## src/rtl/anfFl_tex_pkg.sv

```systemverilog
// Shared definitions for the texture write and fetch paths: texMeta layout,
// packet/beat geometry and the writer FSM encoding.
package anfFl_tex_pkg;

  // texMeta = {height[15:0], width[15:0], base[31:0]}
  localparam int TEX_META_BASE_LSB   = 0;
  localparam int TEX_META_BASE_W     = 32;
  localparam int TEX_META_WIDTH_LSB  = 32;
  localparam int TEX_META_WIDTH_W    = 16;
  localparam int TEX_META_HEIGHT_LSB = 48;
  localparam int TEX_META_HEIGHT_W   = 16;

  localparam int TEX_PKT_BEATS  = 4;
  localparam int TEX_BEAT_BYTES = 4;
  localparam int TEX_BEAT_BITS  = 8 * TEX_BEAT_BYTES;

  typedef enum logic {
    TEX_IDLE  = 1'b0,
    TEX_WRITE = 1'b1
  } tex_state_e;

  // A packet is refused when its first texel is outside the texture, it is not
  // 4-texel aligned, or the texture has no columns at all.
  function automatic logic tex_reject(input logic [15:0] x,
                                      input logic [15:0] y,
                                      input logic [15:0] width,
                                      input logic [15:0] height);
    return (x >= width) || (y >= height) || (x[1:0] != 2'b00) || (width == 16'd0);
  endfunction

  function automatic logic [31:0] tex_beat_offset(input logic [1:0] beat);
    return 32'(beat) * 32'(TEX_BEAT_BYTES);
  endfunction

endpackage

```

## src/rtl/anfFl_tex_addrCalc.sv

```systemverilog
// Pixel-to-byte-address mapping shared by the texture read and write paths.
// Purely combinational; all arithmetic is 32-bit unsigned and wraps.
module anfFl_tex_addrCalc
  import anfFl_tex_pkg::*;
(
  input  logic [15:0] y,
  input  logic [15:0] x,
  input  logic [63:0] texMeta,
  output logic [31:0] pktAddr
);

  logic [31:0] base;
  logic [31:0] width;
  logic [31:0] texel_idx;
  logic        unused_height;

  assign base  = texMeta[TEX_META_BASE_LSB +: TEX_META_BASE_W];
  assign width = {16'd0, texMeta[TEX_META_WIDTH_LSB +: TEX_META_WIDTH_W]};

  // Height only matters for bounds checking, which the callers do themselves.
  assign unused_height = ^texMeta[TEX_META_HEIGHT_LSB +: TEX_META_HEIGHT_W];

  assign texel_idx = (32'(y) * width) + 32'(x);
  assign pktAddr   = base + (texel_idx << 2);

endmodule

```

## src/rtl/anf_fl_tex_mem_write.sv

```systemverilog
// Texture packet writer: bounds-checks a 4-texel colour packet and emits it as
// four 32-bit memory write beats, holding each beat until the memory accepts it.
module anf_fl_tex_mem_write
  import anfFl_tex_pkg::*;
(
  input  logic         clk,
  input  logic         reset,
  input  logic         reqValid,
  output logic         reqReady,
  input  logic [15:0]  yPixel,
  input  logic [15:0]  xPixel,
  input  logic [63:0]  texMeta,
  input  logic [127:0] colorPkt,
  output logic         done,
  output logic         oobErr,
  output logic [31:0]  memWrAddr,
  output logic [31:0]  memWrData,
  output logic         memWrValid,
  input  logic         memWrReady
);

  localparam logic [1:0] LAST_BEAT = 2'(TEX_PKT_BEATS - 1);

  tex_state_e   state;
  logic [1:0]   beat;
  logic [1:0]   next_beat;
  logic [127:0] pkt;
  logic [31:0]  pkt_addr;
  logic [31:0]  calc_addr;
  logic [15:0]  meta_width;
  logic [15:0]  meta_height;
  logic         accept;
  logic         reject;
  logic         beat_fire;

  anfFl_tex_addrCalc u_addr_calc (
    .y       (yPixel),
    .x       (xPixel),
    .texMeta (texMeta),
    .pktAddr (calc_addr)
  );

  assign meta_width  = texMeta[TEX_META_WIDTH_LSB  +: TEX_META_WIDTH_W];
  assign meta_height = texMeta[TEX_META_HEIGHT_LSB +: TEX_META_HEIGHT_W];

  assign accept    = reqValid && reqReady;
  assign reject    = tex_reject(xPixel, yPixel, meta_width, meta_height);
  assign beat_fire = memWrValid && memWrReady;
  assign next_beat = beat + 2'd1;

  always_ff @(posedge clk) begin
    if (reset) begin
      state      <= TEX_IDLE;
      beat       <= 2'd0;
      pkt        <= '0;
      pkt_addr   <= '0;
      reqReady   <= 1'b1;
      done       <= 1'b0;
      oobErr     <= 1'b0;
      memWrValid <= 1'b0;
      memWrAddr  <= '0;
      memWrData  <= '0;
    end else begin
      done   <= 1'b0;
      oobErr <= 1'b0;

      case (state)
        TEX_IDLE: begin
          if (accept) begin
            if (reject) begin
              oobErr <= 1'b1;
            end else begin
              // Beat 0 is presented straight from the request so it is valid
              // the cycle after the accept edge.
              state      <= TEX_WRITE;
              beat       <= 2'd0;
              pkt        <= colorPkt;
              pkt_addr   <= calc_addr;
              reqReady   <= 1'b0;
              memWrValid <= 1'b1;
              memWrAddr  <= calc_addr;
              memWrData  <= colorPkt[TEX_BEAT_BITS-1:0];
            end
          end
        end

        TEX_WRITE: begin
          if (beat_fire) begin
            if (beat == LAST_BEAT) begin
              state      <= TEX_IDLE;
              beat       <= 2'd0;
              reqReady   <= 1'b1;
              done       <= 1'b1;
              memWrValid <= 1'b0;
              memWrAddr  <= '0;
              memWrData  <= '0;
            end else begin
              beat      <= next_beat;
              memWrAddr <= pkt_addr + tex_beat_offset(next_beat);
              memWrData <= pkt[TEX_BEAT_BITS*next_beat +: TEX_BEAT_BITS];
            end
          end
        end

        default: begin
          state      <= TEX_IDLE;
          reqReady   <= 1'b1;
          memWrValid <= 1'b0;
        end
      endcase
    end
  end

endmodule
```

## config.mk

```make
export PLATFORM = sky130hd
export DESIGN_NAME = anf_fl_tex_mem_write
export DESIGN_NICKNAME = d
export VERILOG_FILES = /design/src/rtl/anfFl_tex_pkg.sv /design/src/rtl/anfFl_tex_addrCalc.sv /design/src/rtl/anf_fl_tex_mem_write.sv
export SDC_FILE = /design/constraint.sdc
export NUM_CORES = 1
export LEC_CHECK = 0
export ABC_AREA = 1
export CORE_ASPECT_RATIO = 1.75
export CORE_MARGIN = 2
export CORE_UTILIZATION = 35
export DETAILED_ROUTE_END_ITERATION = 6
export GPL_ROUTABILITY_DRIVEN = 0
export GPL_TIMING_DRIVEN = 1
export PLACE_DENSITY = 0.57
export SYNTH_ARGS = -nofsm -noshare
export SYNTH_HDL_FRONTEND = slang
export SYNTH_SLANG_ARGS = --single-unit
```

## constraint.sdc

```tcl
create_clock -name clk -period 10.35 [get_ports clk]
set_input_delay 2.07 -clock clk [delete_from_list [all_inputs] [get_ports clk]]
set_output_delay 2.07 -clock clk [all_outputs]
set_load 0.01 [all_outputs]
```

# ---- After elaboration in Yosys (flattened, before gate mapping)
# Cells that the tools add are included.
dict set report totals {
  reg_bits 231
  output_inout_bits 68
  input_bits 228
  elab_cells 71
}
dict set report op_classes {
  muxes 32
  add_sub_neg 4
  bitwise_logic 4
  mul 1
  shifts 1
  n_lt_le_gt_ge 2
  n_eq_ne 5
  reduce_logical 12
}
# op n
set op_table {}
lappend op_table {{2-to-1 mux 32 bit} 8}
lappend op_table {{case mux 32 bit (2 select lines)} 2}
lappend op_table {{indexed part select 128 x 8 -> 32 bit} 1}
lappend op_table {{adder 32 bit} 1}
lappend op_table {{adder 32 x 4 -> 32 bit} 1}
lappend op_table {{>= comparator 16 bit} 2}
lappend op_table {{adder 30 x 16 -> 30 bit} 1}
lappend op_table {{multiplier 16 x 16 -> 30 bit} 1}
lappend op_table {{logical NOT 16 bit} 1}
lappend op_table {{2-to-1 mux 1 bit} 14}
lappend op_table {{2-to-1 mux 2 bit} 4}
lappend op_table {{case mux 1 bit (2 select lines)} 3}
lappend op_table {{AND reduction 3 bit} 2}
lappend op_table {{OR reduction 3 bit} 2}
lappend op_table {{inequality test 2 x 1 -> 1 bit, second input constant} 2}
lappend op_table {{inequality test 2 bit, second input constant} 2}
lappend op_table {{NOT 1 bit} 4}
lappend op_table {{case mux 2 bit (2 select lines)} 1}
lappend op_table {{AND reduction 4 bit} 1}
lappend op_table {{logical OR 1 bit} 3}
lappend op_table {{adder 2 x 1 -> 2 bit, second input constant} 1}
lappend op_table {{equality test 2 bit, second input constant} 1}
lappend op_table {{logical AND 1 bit} 2}
lappend op_table {{nonzero test 2 bit} 1}

# ---- Logic depth before layout (Yosys ltp)
# Gate-level depths: netlist of the first run.
dict set report depth {
  depth_word 7
  depth_mapped 42
  depth_no_buf 40
}

# ---- By module
# Synthesis of the first run repeated with hierarchy kept, for this count alone.
dict set report unflattened {
  hier_cells 3699
  hier_area_um2 24242.0
}
# module seq_area_each_um2 instances area_per_inst_um2 cells_per_inst
set by_module_without_submodules {}
lappend by_module_without_submodules {anf_fl_tex_mem_write 4624.4 1 12911.1 2056}
lappend by_module_without_submodules {anfFl_tex_addrCalc 0.0 1 11330.9 1643}

# ---- Worst setup path before layout of the first run
# OpenSTA, ideal clock, no wires.
dict set report synth_timing {
  path_type {input port to flip-flop}
  startpoint {input port texMeta[36]}
  endpoint {register memWrAddr[31]}
  setup_slack_ns 1.800
  n_path_buf 2
  arrival_ns 8.438
  required_time_ns 10.238
  stages 39
  cell_sequence {clkbuf_1 > buf_1 > nand2_1 > inv_1 > fa_1 > inv_1 > fa_1 > fa_1 > fa_1 > inv_1 > fa_1 > inv_1 > fa_1 > inv_1 > ha_1 > nand2_1 > inv_1 > a21oi_1 > [... 3 more ...] > nand2_1 > nand2_1 > nand2_1 > nand2_1 > nand2_1 > nand2_1 > ha_1 > inv_1 > nor3_1 > nand2_1 > nor3_1 > nand2_1 > nand3_1 > nand3_1 > nand2_1 > nor2_1 > nor2_1 > nor2_1}
}
dict set report synth_via {
  elab_chain_len 6
}
# item line
set synth_rtl {}
lappend synth_rtl {{from (decl)} anf_fl_tex_mem_write.sv:12} ;# input logic [63:0] texMeta,
lappend synth_rtl {{multiplier 16 x 16 -> 30 bit / >= comparator 16 bit (equally long branches)} {anfFl_tex_addrCalc.sv:23, anfFl_tex_pkg.sv:28}}
lappend synth_rtl {{adder 30 x 16 -> 30 bit / logical OR 1 bit (equally long branches)} {anfFl_tex_addrCalc.sv:23, anfFl_tex_pkg.sv:28}}
lappend synth_rtl {{adder 32 bit / logical OR 1 bit (equally long branches)} {anfFl_tex_addrCalc.sv:24, anfFl_tex_pkg.sv:28}}
lappend synth_rtl {{2-to-1 mux 32 bit / logical OR 1 bit (equally long branches)} {anf_fl_tex_mem_write.sv:70, anfFl_tex_pkg.sv:28}}
lappend synth_rtl {{2-to-1 mux 32 bit / inequality test 2 bit (equally long branches)} -}
lappend synth_rtl {{case mux 32 bit (2 select lines) / AND reduction 3 bit (equally long branches)} -}
lappend synth_rtl {{to (signal assigned)} anf_fl_tex_mem_write.sv:81} ;# memWrAddr <= calc_addr;
lappend synth_rtl {{to (signal assigned)} anf_fl_tex_mem_write.sv:99} ;# memWrAddr <= pkt_addr + tex_beat_offset(next_beat);
lappend synth_rtl {{to (decl)} anf_fl_tex_mem_write.sv:16} ;# output logic [31:0] memWrAddr,
# Parallel ways exist; a longest one is shown, timed or not. The select of a mux whose other input is x is not followed.
# A chain may end at the register's enable or synchronous reset.

# ---- Worst setup path after layout of the first run
dict set report layout_timing {
  startpoint {input port texMeta[35]}
  endpoint {register memWrAddr[31]}
}
# Same word-level chain as after synthesis.

==> impl_metrics.ini, run 1 <==
[global_route]
grt_pass1_vias = 22400
grt_start_max_net_pins = 100
antenna_found_initial = 9
gr-usage-all-layers_pct = 22.2
top_usage_layer = met2
use_met1_pct = 23.1
grt-ovfl-total = 0
use_met3_pct = 2.94
gr-usage-met2_pct = 43.5
grt_pass1_wl_mm = 118

[synthesis]
syn-cell-area_um2 = 23300
synth.net_count = 4081
synthArstFlopShare_pct = 0
syn_inst = 3479
yosysSeqAreaShare_pct = 19.9
syn_avg_cell_area_um2 = 6.68
yosysWarnings = 0
ys_seq_elements = 231
synth_top_flop_cell = dfxtp_1
synth_cell_type_count = 38
synth_edf_count = 0

[floorplanning]
die_w_um = 199
start_util_pct = 35.2
io-pin-count = 296
design.die.area_um2 = 68600
core_area_um2 = 66000
die_h_um = 345
row_count = 125

[setup_path]
slowest_delay_ns = 0.69
startpoint = texMeta[35]
cp_slowest_cell = clkdlybuf4s50_1
critical_path_arrival_ns = 9.84
endpoint_kind = flip-flop
critPathLaunchType = input port
crit_path_frequent_cell = nand2_1
critPathBufInv = 8
critPathMaxFanout = 11
crit_family = adder cells
worstSetupPathType = input port to flip-flop
reg2reg_from = beat[0]$_SDFFE_PP0P_
required_ns = 10.75

[timing]
skew_ns = 0.0226
setup_viol = 0
hold_violations = 0
slew_viol_final = 0
period_share_pct = 91.1
clock.fmax_mhz = 106
worstMarginPinSlew_ns = 1.05
slew_headroom_pct = 29.8
setup_ws_ns = 0.917
rsz0062_at_grt = false
tns_ns = 0
fin_crit_ns = 9.43

[route]
drc = 4
final_antenna_net_count = 0
wl_mm = 76.1
drtIter0Drc = 754
vias = 21900
avgRoutedWirePerCell_um = 16.6
viasPerCell = 4.78
drt_first_pass_iters = 7

[finish]
drive_above_1_share_pct = 3.74
layout_common_cells = nand2_1 (801), inv_1 (698), nor2_1 (488)
nFillCells = 7049
area.growth.synth_to_final_pct = 19.0
nets = 4276
layout_commonest_cell = nand2_1
final_util_pct = 41.9
postLayoutCellArea_um2 = 27700

[min_path]
hp-class = flip-flop to flip-flop
holdCritStartpoint = pkt[20]$_SDFFE_PP0P_

[clocking]
clock_path_buffers = 3
cts-resized-gates = 0
path_clk_slew_ns = 0.06
htreeDepth = 1
root_buffer = clkbuf_16
insertion_delay_ns = 0.53
cts_hold_buf = 0
cts_tree = built
cts.sinks = 231
post_cts_buffers = 0
cts_made_buffers = 21

[outcome]
failed_checks = DRC
status = finished, violations left

[placement]
dp_hpwl_mm = 59.4
dp_slack_ns = 0.416
portBuffers = 295
placed_area_um2 = 26900

[flow_run]
maxCapViolations = 0
-- state kept, by name, summed over array words and instances, names as in the netlist, 2 cells and up --
register	flops
pkt_addr	32
beat	2
memWrAddr	32
pkt	128
memWrData	32
-- layer usage --
metal,share of wire (%),wire length [um]
met1,37,28400
met2,53,40200
met3,5.3,4030
met4,4.5,3390
met5,0.15,114
-- path summary, 6_finish.rpt --
path / slack [ns] / cells after the start / endpoint
worst max-delay path: 0.92 / 38 / memWrAddr[31]$_SDFFE_PP0P_
worst min-delay path: 0.47 / 2 / pkt[20]$_SDFFE_PP0P_
worst max register to register: 6.05 / 16 / memWrAddr[22]$_SDFFE_PP0P_
worst min register to register: 0.47 / 2 / pkt[20]$_SDFFE_PP0P_
-- Yosys cell counts (2+ instances only) --
library cell  count  area, um^2
buf_4            13        97.6
o21a_1            2        15.0
xor2_1           25         219
nand2_1         802        3010
nand4_1          20         125
a21o_1           10        75.1
nand3b_1         60         450
o21ai_1          13        65.1
a31oi_1           4        25.0
nor3_1           17        85.1
a31o_2           33         289
buf_6            10         113
ha_1            163        2040
clkbuf_1        116         435
o21bai_1          7        52.6
inv_2             4        15.0
buf_1            15        56.3
nor3_2            2        20.0
nand3_1          83         415
fa_1            211        4220
a21oi_1         200        1000
xnor2_1          12         105
nor2_1          490        1840
o21ai_0         198         991
buf_2            21         105
nor2_2            3        18.8
inv_1           699        2620
nor4_1            6        37.5
dfxtp_1         231        4620
-- logic make-up (layout without fill, tap and decap cells) --
family / after synthesis / count (layout) / synth area share (%)
flip-flops: 231 / 231 / 19.9
AND/OR/NAND/NOR: 1488 / 1488 / 26.0
XOR/XNOR: 37 / 37 / 1.39
other: 0 / 1 / 0
adder cells (fa/ha/maj): 374 / 374 / 26.9
AO/OA/AOI/OAI: 470 / 470 / 10.9
buffers and inverters: 879 / 1088 / 14.9
-- area by class of cell --
class                           count  area [um^2]  share of cell area (%)
Multi-Input combinational cell   2369        15200                    54.9
Sequential cell                   231         4630                    16.7
Timing Repair Buffer              348         3350                    12.1
Inverter                          703         2640                    9.55
Tap cell                          889         1110                    4.02
Clock buffer                       30          609                    2.20
Clock inverter                      7          119                   0.430
Antenna cell                        1         2.50                 0.00905
-- worst reg2reg max path, stage by stage (launching register included) --
cell and delay, ns:
dfxtp_4 0.65, ha_1 0.59, buf_4 0.43, inv_1 0.15, fa_1 0.43, nor2_1 0.15, nand2_1 0.08, inv_1 0.13
nand2_1 0.16, inv_1 0.24, nand2_1 0.13, nor3_1 0.45, nand3_1 0.13, nand3_1 0.11, o21ai_0 0.13, nor2_1 0.15
nor2_1 0.05
-- through the flow --
step	instances	hold WS [ns]
floorplan	3479	0.443
global placement	4540	0.453
detailed placement	4540	0.456
CTS	4577	0.468
global route	4577	0.476
finish	4578	0.467
Power of run 1 is left out: the tool's default activity adds up to more than one toggle a clock period on the data nets, which glitch-free logic cannot reach.
==> inputs of run 2 (changes only) <==
- CORE_MARGIN: 2 -> 8
- PLACE_DENSITY: 0.57 -> 0.56
- SYNTH_HIERARCHICAL: unset -> 1
==> impl_metrics.ini, run 2 <==
[outcome]
status = completed

[timing]
skew_ns = 0.0240
slew_headroom_pct = 14.7
period_share_pct = 90.7
slew_viol_final = 0
setup_ws_ns = 0.960
fin_crit_ns = 9.39
rsz0062_at_grt = false
worstMarginPinSlew_ns = 1.27
clock.fmax_mhz = 106
tns_ns = 0
hold_violations = 0
setup_viol = 0

[route]
final_antenna_net_count = 0
viasPerCell = 4.90
avgRoutedWirePerCell_um = 19.2
drt_first_pass_iters = 6
drc = 0
wl_mm = 92.0
drtIter0Drc = 1374
vias = 23500

[global_route]
grt_pass1_wl_mm = 140
grt_pass1_vias = 24100
gr-usage-all-layers_pct = 23.1
grt_start_max_net_pins = 164
grt-ovfl-total = 0
antenna_found_initial = 2

[min_path]
holdPathEnd = pkt[12]$_SDFFE_PP0P_
holdPathStages = 2
hp-class = flip-flop to flip-flop
holdCritStartpoint = pkt[12]$_SDFFE_PP0P_

[synthesis]
ys_seq_elements = 231
synth_cell_type_count = 45
synthArstFlopShare_pct = 0
synth_top_flop_cell = dfxtp_1
syn-cell-area_um2 = 24200
synth_edf_count = 0
synth.net_count = 4301
syn_inst = 3699
syn_avg_cell_area_um2 = 6.55
yosys-top-cells-area = dfxtp_1 (19%), fa_1 (17%), nand2_1 (15%), inv_1 (12%), ha_1 (8.4%)
yosysMostFrequentCell = nand2_1
netlist_top_cells_count = nand2_1 (969), inv_1 (751), nor2_1 (460), a21oi_1 (240), dfxtp_1 (231)
yosysWarnings = 6
synth_top_area_share_pct = 19.1
yosys.area.top_type = dfxtp_1
yosysSeqAreaShare_pct = 19.1

[clocking]
root_buffer = clkbuf_16
path_clk_slew_ns = 0.07
cts-resized-gates = 0
cts.sinks = 231
post_cts_buffers = 0
clock_path_buffers = 3
insertion_delay_ns = 0.54
cts_hold_buf = 0
htreeDepth = 1
cts_tree = built
cts_made_buffers = 21

[placement]
dp.cells = 4752
dp_slack_ns = 0.441
dp_hpwl_mm = 72.9
portBuffers = 295
placed_area_um2 = 27800

[finish]
postLayoutCellArea_um2 = 28500
stdcell_count = 4789
area.growth.synth_to_final_pct = 17.7
drive_above_1_share_pct = 3.81
layout_commonest_cell = nand2_1
nets = 4474
largest_reg_flops = 128
largest-register = pkt
layout_common_cells = nand2_1 (968), inv_1 (749), nor2_1 (459)
multi_input_area_um2 = 15900
regArea_um2 = 4630
nFillCells = 7329

[floorplanning]
die_h_um = 364
row_count = 127
io-pin-count = 296
design.die.area_um2 = 78300
start_util_pct = 35.4
core_area_um2 = 68500
die_w_um = 215

[setup_path]
cp_slowest_cell = clkdlybuf4s50_1
reg2regPathDepth = 12
critical_path_arrival_ns = 9.86
required_ns = 10.82
timing.rr.end = memWrAddr[12]$_SDFFE_PP0P_
slowest_delay_ns = 0.84
rrSetupSlack_ns = 6.71
worstSetupPathType = input port to flip-flop
critPathMaxFanout = 17
reg2reg_from = state$_SDFF_PP0_
endpoint_kind = flip-flop
critPathLaunchType = input port

[flow_run]
maxCapViolations = 0
run 2: worst max-delay path by stage:
stage / from / slack, ns / endpoint / depth (start not counted)
after global routing: texMeta[36] / 0.49 / pkt_addr[29]$_SDFFE_PP0P_ / 31
after global placement: texMeta[36] / 0.47 / pkt_addr[30]$_SDFFE_PP0P_ / 31
after floorplan: yPixel[7] / 1.83 / pkt_addr[25]$_SDFFE_PP0P_ / 34
final: texMeta[36] / 0.96 / pkt_addr[30]$_SDFFE_PP0P_ / 31
after detailed placement: texMeta[36] / 0.44 / pkt_addr[30]$_SDFFE_PP0P_ / 31
after CTS: texMeta[36] / 1.00 / pkt_addr[30]$_SDFFE_PP0P_ / 31
run 2: critical path: cells and delay by family:
| kind | cells | cell delay [ns] |
|---|---|---|
| AOI/OAI and AO/OA | 7 | 1.51 |
| adders and majority gates | 8 | 3.92 |
| buffers and inverters | 7 | 1.20 |
| and+or+nand+nor | 8 | 0.86 |
| xor gates and xnor gates | 1 | 0.27 |
run 2: metal layers:
metal | global-route usage (%) | up-vias | share of wire, %
met1 | 23.6 | 11000 | 36
li1 | - | 11500 | -
met3 | 2.06 | 225 | 4.6
met4 | 17.1 | 0 | 8.4
met5 | 0 | - | 0
met2 | 43.2 | 771 | 51
run 2: cells by family after synthesis:
group	synth area share [%]
simple gates	28.4
compound gates	9.55
xor+xnor	1.55
buf+inv	15.6
flops	19.1
fa+ha+maj	25.8
run 2: area by class of cell:
| type | instances | share of cell area [%] |
|---|---|---|
| antenna | 2 | 0.0175 |
| clock buffer | 31 | 2.22 |
| clock inverter | 4 | 0.346 |
| inverter | 755 | 9.94 |
| multi-input combinational | 2516 | 55.6 |
| sequential | 231 | 16.2 |
| tap | 903 | 3.96 |
| timing repair buffer | 347 | 11.7 |
run 2: through the flow:
stage | hold slack, ns | util, %
after floorplan | 0.444 | -
after global placement | 0.453 | 40.6
after detailed placement | 0.456 | 40.6
after CTS | 0.466 | 41.7
after global routing | 0.482 | 41.7
final | 0.466 | 41.7
Power of run 2 is left out for the same reason.
==> inputs of run 3 (changes only) <==
- PLACE_DENSITY: 0.56 -> 0.57
- SYNTH_HIERARCHICAL: 1 -> unset
==> impl_metrics.ini, run 3 (synthesis gave the netlist of run 1 again) <==
[setup_path]
rrSetupSlack_ns = 6.58
timing.rr.end = memWrAddr[22]$_SDFFE_PP0P_
critPathLaunchType = input port
worstSetupPathType = input port to flip-flop
cp_slowest_cell = clkdlybuf4s50_1
required_ns = 10.77
critical_path_arrival_ns = 9.87
critPathMaxFanout = 11
endpoint_kind = flip-flop
reg2regPathDepth = 16
slowest_delay_ns = 0.71
crit_path_frequent_cell = nand2_1
reg2reg_from = beat[0]$_SDFFE_PP0P_

[timing]
hold_violations = 0
fin_crit_ns = 9.46
slew_headroom_pct = 25.2
period_share_pct = 91.4
setup_ws_ns = 0.893
rsz0062_at_grt = false
skew_ns = 0.0260
setup_viol = 0
clock.fmax_mhz = 106
slew_viol_final = 0
tns_ns = 0
worstMarginPinSlew_ns = 1.12

[clocking]
htreeDepth = 1
clock_path_buffers = 3
cts.sinks = 231
insertion_delay_ns = 0.54
cts_hold_buf = 0
path_clk_slew_ns = 0.06
cts_tree = built
root_buffer = clkbuf_16
cts-resized-gates = 0
post_cts_buffers = 0
cts_made_buffers = 22

[flow_run]
maxCapViolations = 0

[finish]
largest_reg_flops = 128
stdcell_count = 4584
drive_above_1_share_pct = 3.80
postLayoutCellArea_um2 = 27700
area.growth.synth_to_final_pct = 19.1
layout_commonest_cell = nand2_1
nets = 4274
nFillCells = 7091
layout_common_cells = nand2_1 (801), inv_1 (698), nor2_1 (488)
largest-register = pkt

[outcome]
status = completed

[route]
drtIter0Drc = 1196
final_antenna_net_count = 0
vias = 22000
viasPerCell = 4.80
drc = 0
drt_first_pass_iters = 5
wl_mm = 79.4
avgRoutedWirePerCell_um = 17.3

[placement]
portBuffers = 295
dp_slack_ns = 0.431
placed_area_um2 = 26900
dp_hpwl_mm = 61.7
dp.cells = 4537

[floorplanning]
row_count = 125
start_util_pct = 35.2
design.die.area_um2 = 75300
io-pin-count = 296
core_area_um2 = 66000
die_h_um = 357
die_w_um = 211

[global_route]
antenna_found_initial = 7
gr-usage-met2_pct = 39.7
grt_pass1_vias = 22800
use_met1_pct = 22.7
grt_start_max_net_pins = 210
top_usage_layer = met2
grt-ovfl-total = 0
grt_pass1_wl_mm = 124
gr-usage-all-layers_pct = 20.9
use_met3_pct = 2.63

[min_path]
holdCritStartpoint = pkt[11]$_SDFFE_PP0P_
hp-class = flip-flop to flip-flop
holdPathEnd = pkt[11]$_SDFFE_PP0P_
holdPathStages = 2
==> run 3: layout make-up <==
| type | instances | area [um^2] | area share [%] |
|---|---|---|---|
| Antenna cell | 7 | 17.5 | 0.0633 |
| Clock buffer | 28 | 624 | 2.25 |
| Clock inverter | 12 | 130 | 0.470 |
| Inverter | 703 | 2640 | 9.54 |
| Multi-Input combinational cell | 2369 | 15200 | 54.9 |
| Sequential cell | 231 | 4630 | 16.7 |
| Tap cell | 889 | 1110 | 4.02 |
| Timing Repair Buffer | 345 | 3340 | 12.0 |
==> run 3: metal layers <==
metal,up-vias,part of all wire (%)
li1,10900,-
met1,10300,39
met2,620,52
met3,162,5.0
met4,6,4.3
met5,-,0.050
==> run 3: worst max-delay path: cells and delay by family <==
family / cells / cell delay, ns
compound gates: 3 / 0.73
simple gates: 15 / 2.01
buf+inv: 8 / 1.36
fa+ha+maj: 8 / 3.55
xor+xnor: 1 / 0.15
==> run 3: worst max path at each step <==
stage | cells after the start | startpoint | to | slack (ns)
after global placement | 35 | texMeta[36] | memWrAddr[27]$_SDFFE_PP0P_ | 0.50
after detailed placement | 35 | texMeta[36] | memWrAddr[27]$_SDFFE_PP0P_ | 0.43
final | 35 | texMeta[36] | memWrAddr[27]$_SDFFE_PP0P_ | 0.89
after global routing | 35 | texMeta[37] | memWrAddr[27]$_SDFFE_PP0P_ | 0.47
after floorplan | 39 | texMeta[36] | memWrAddr[31]$_SDFFE_PP0P_ | 1.80
after CTS | 35 | texMeta[36] | memWrAddr[27]$_SDFFE_PP0P_ | 0.98
==> run 3: stage by stage <==
| stage | util (%) | hold slack (ns) |
|---|---|---|
| after floorplan | - | 0.443 |
| after global placement | 40.8 | 0.453 |
| after detailed placement | 40.8 | 0.456 |
| after CTS | 41.9 | 0.467 |
| after global routing | 41.9 | 0.478 |
| final | 42.0 | 0.464 |
Power of run 3 is left out for the same reason.
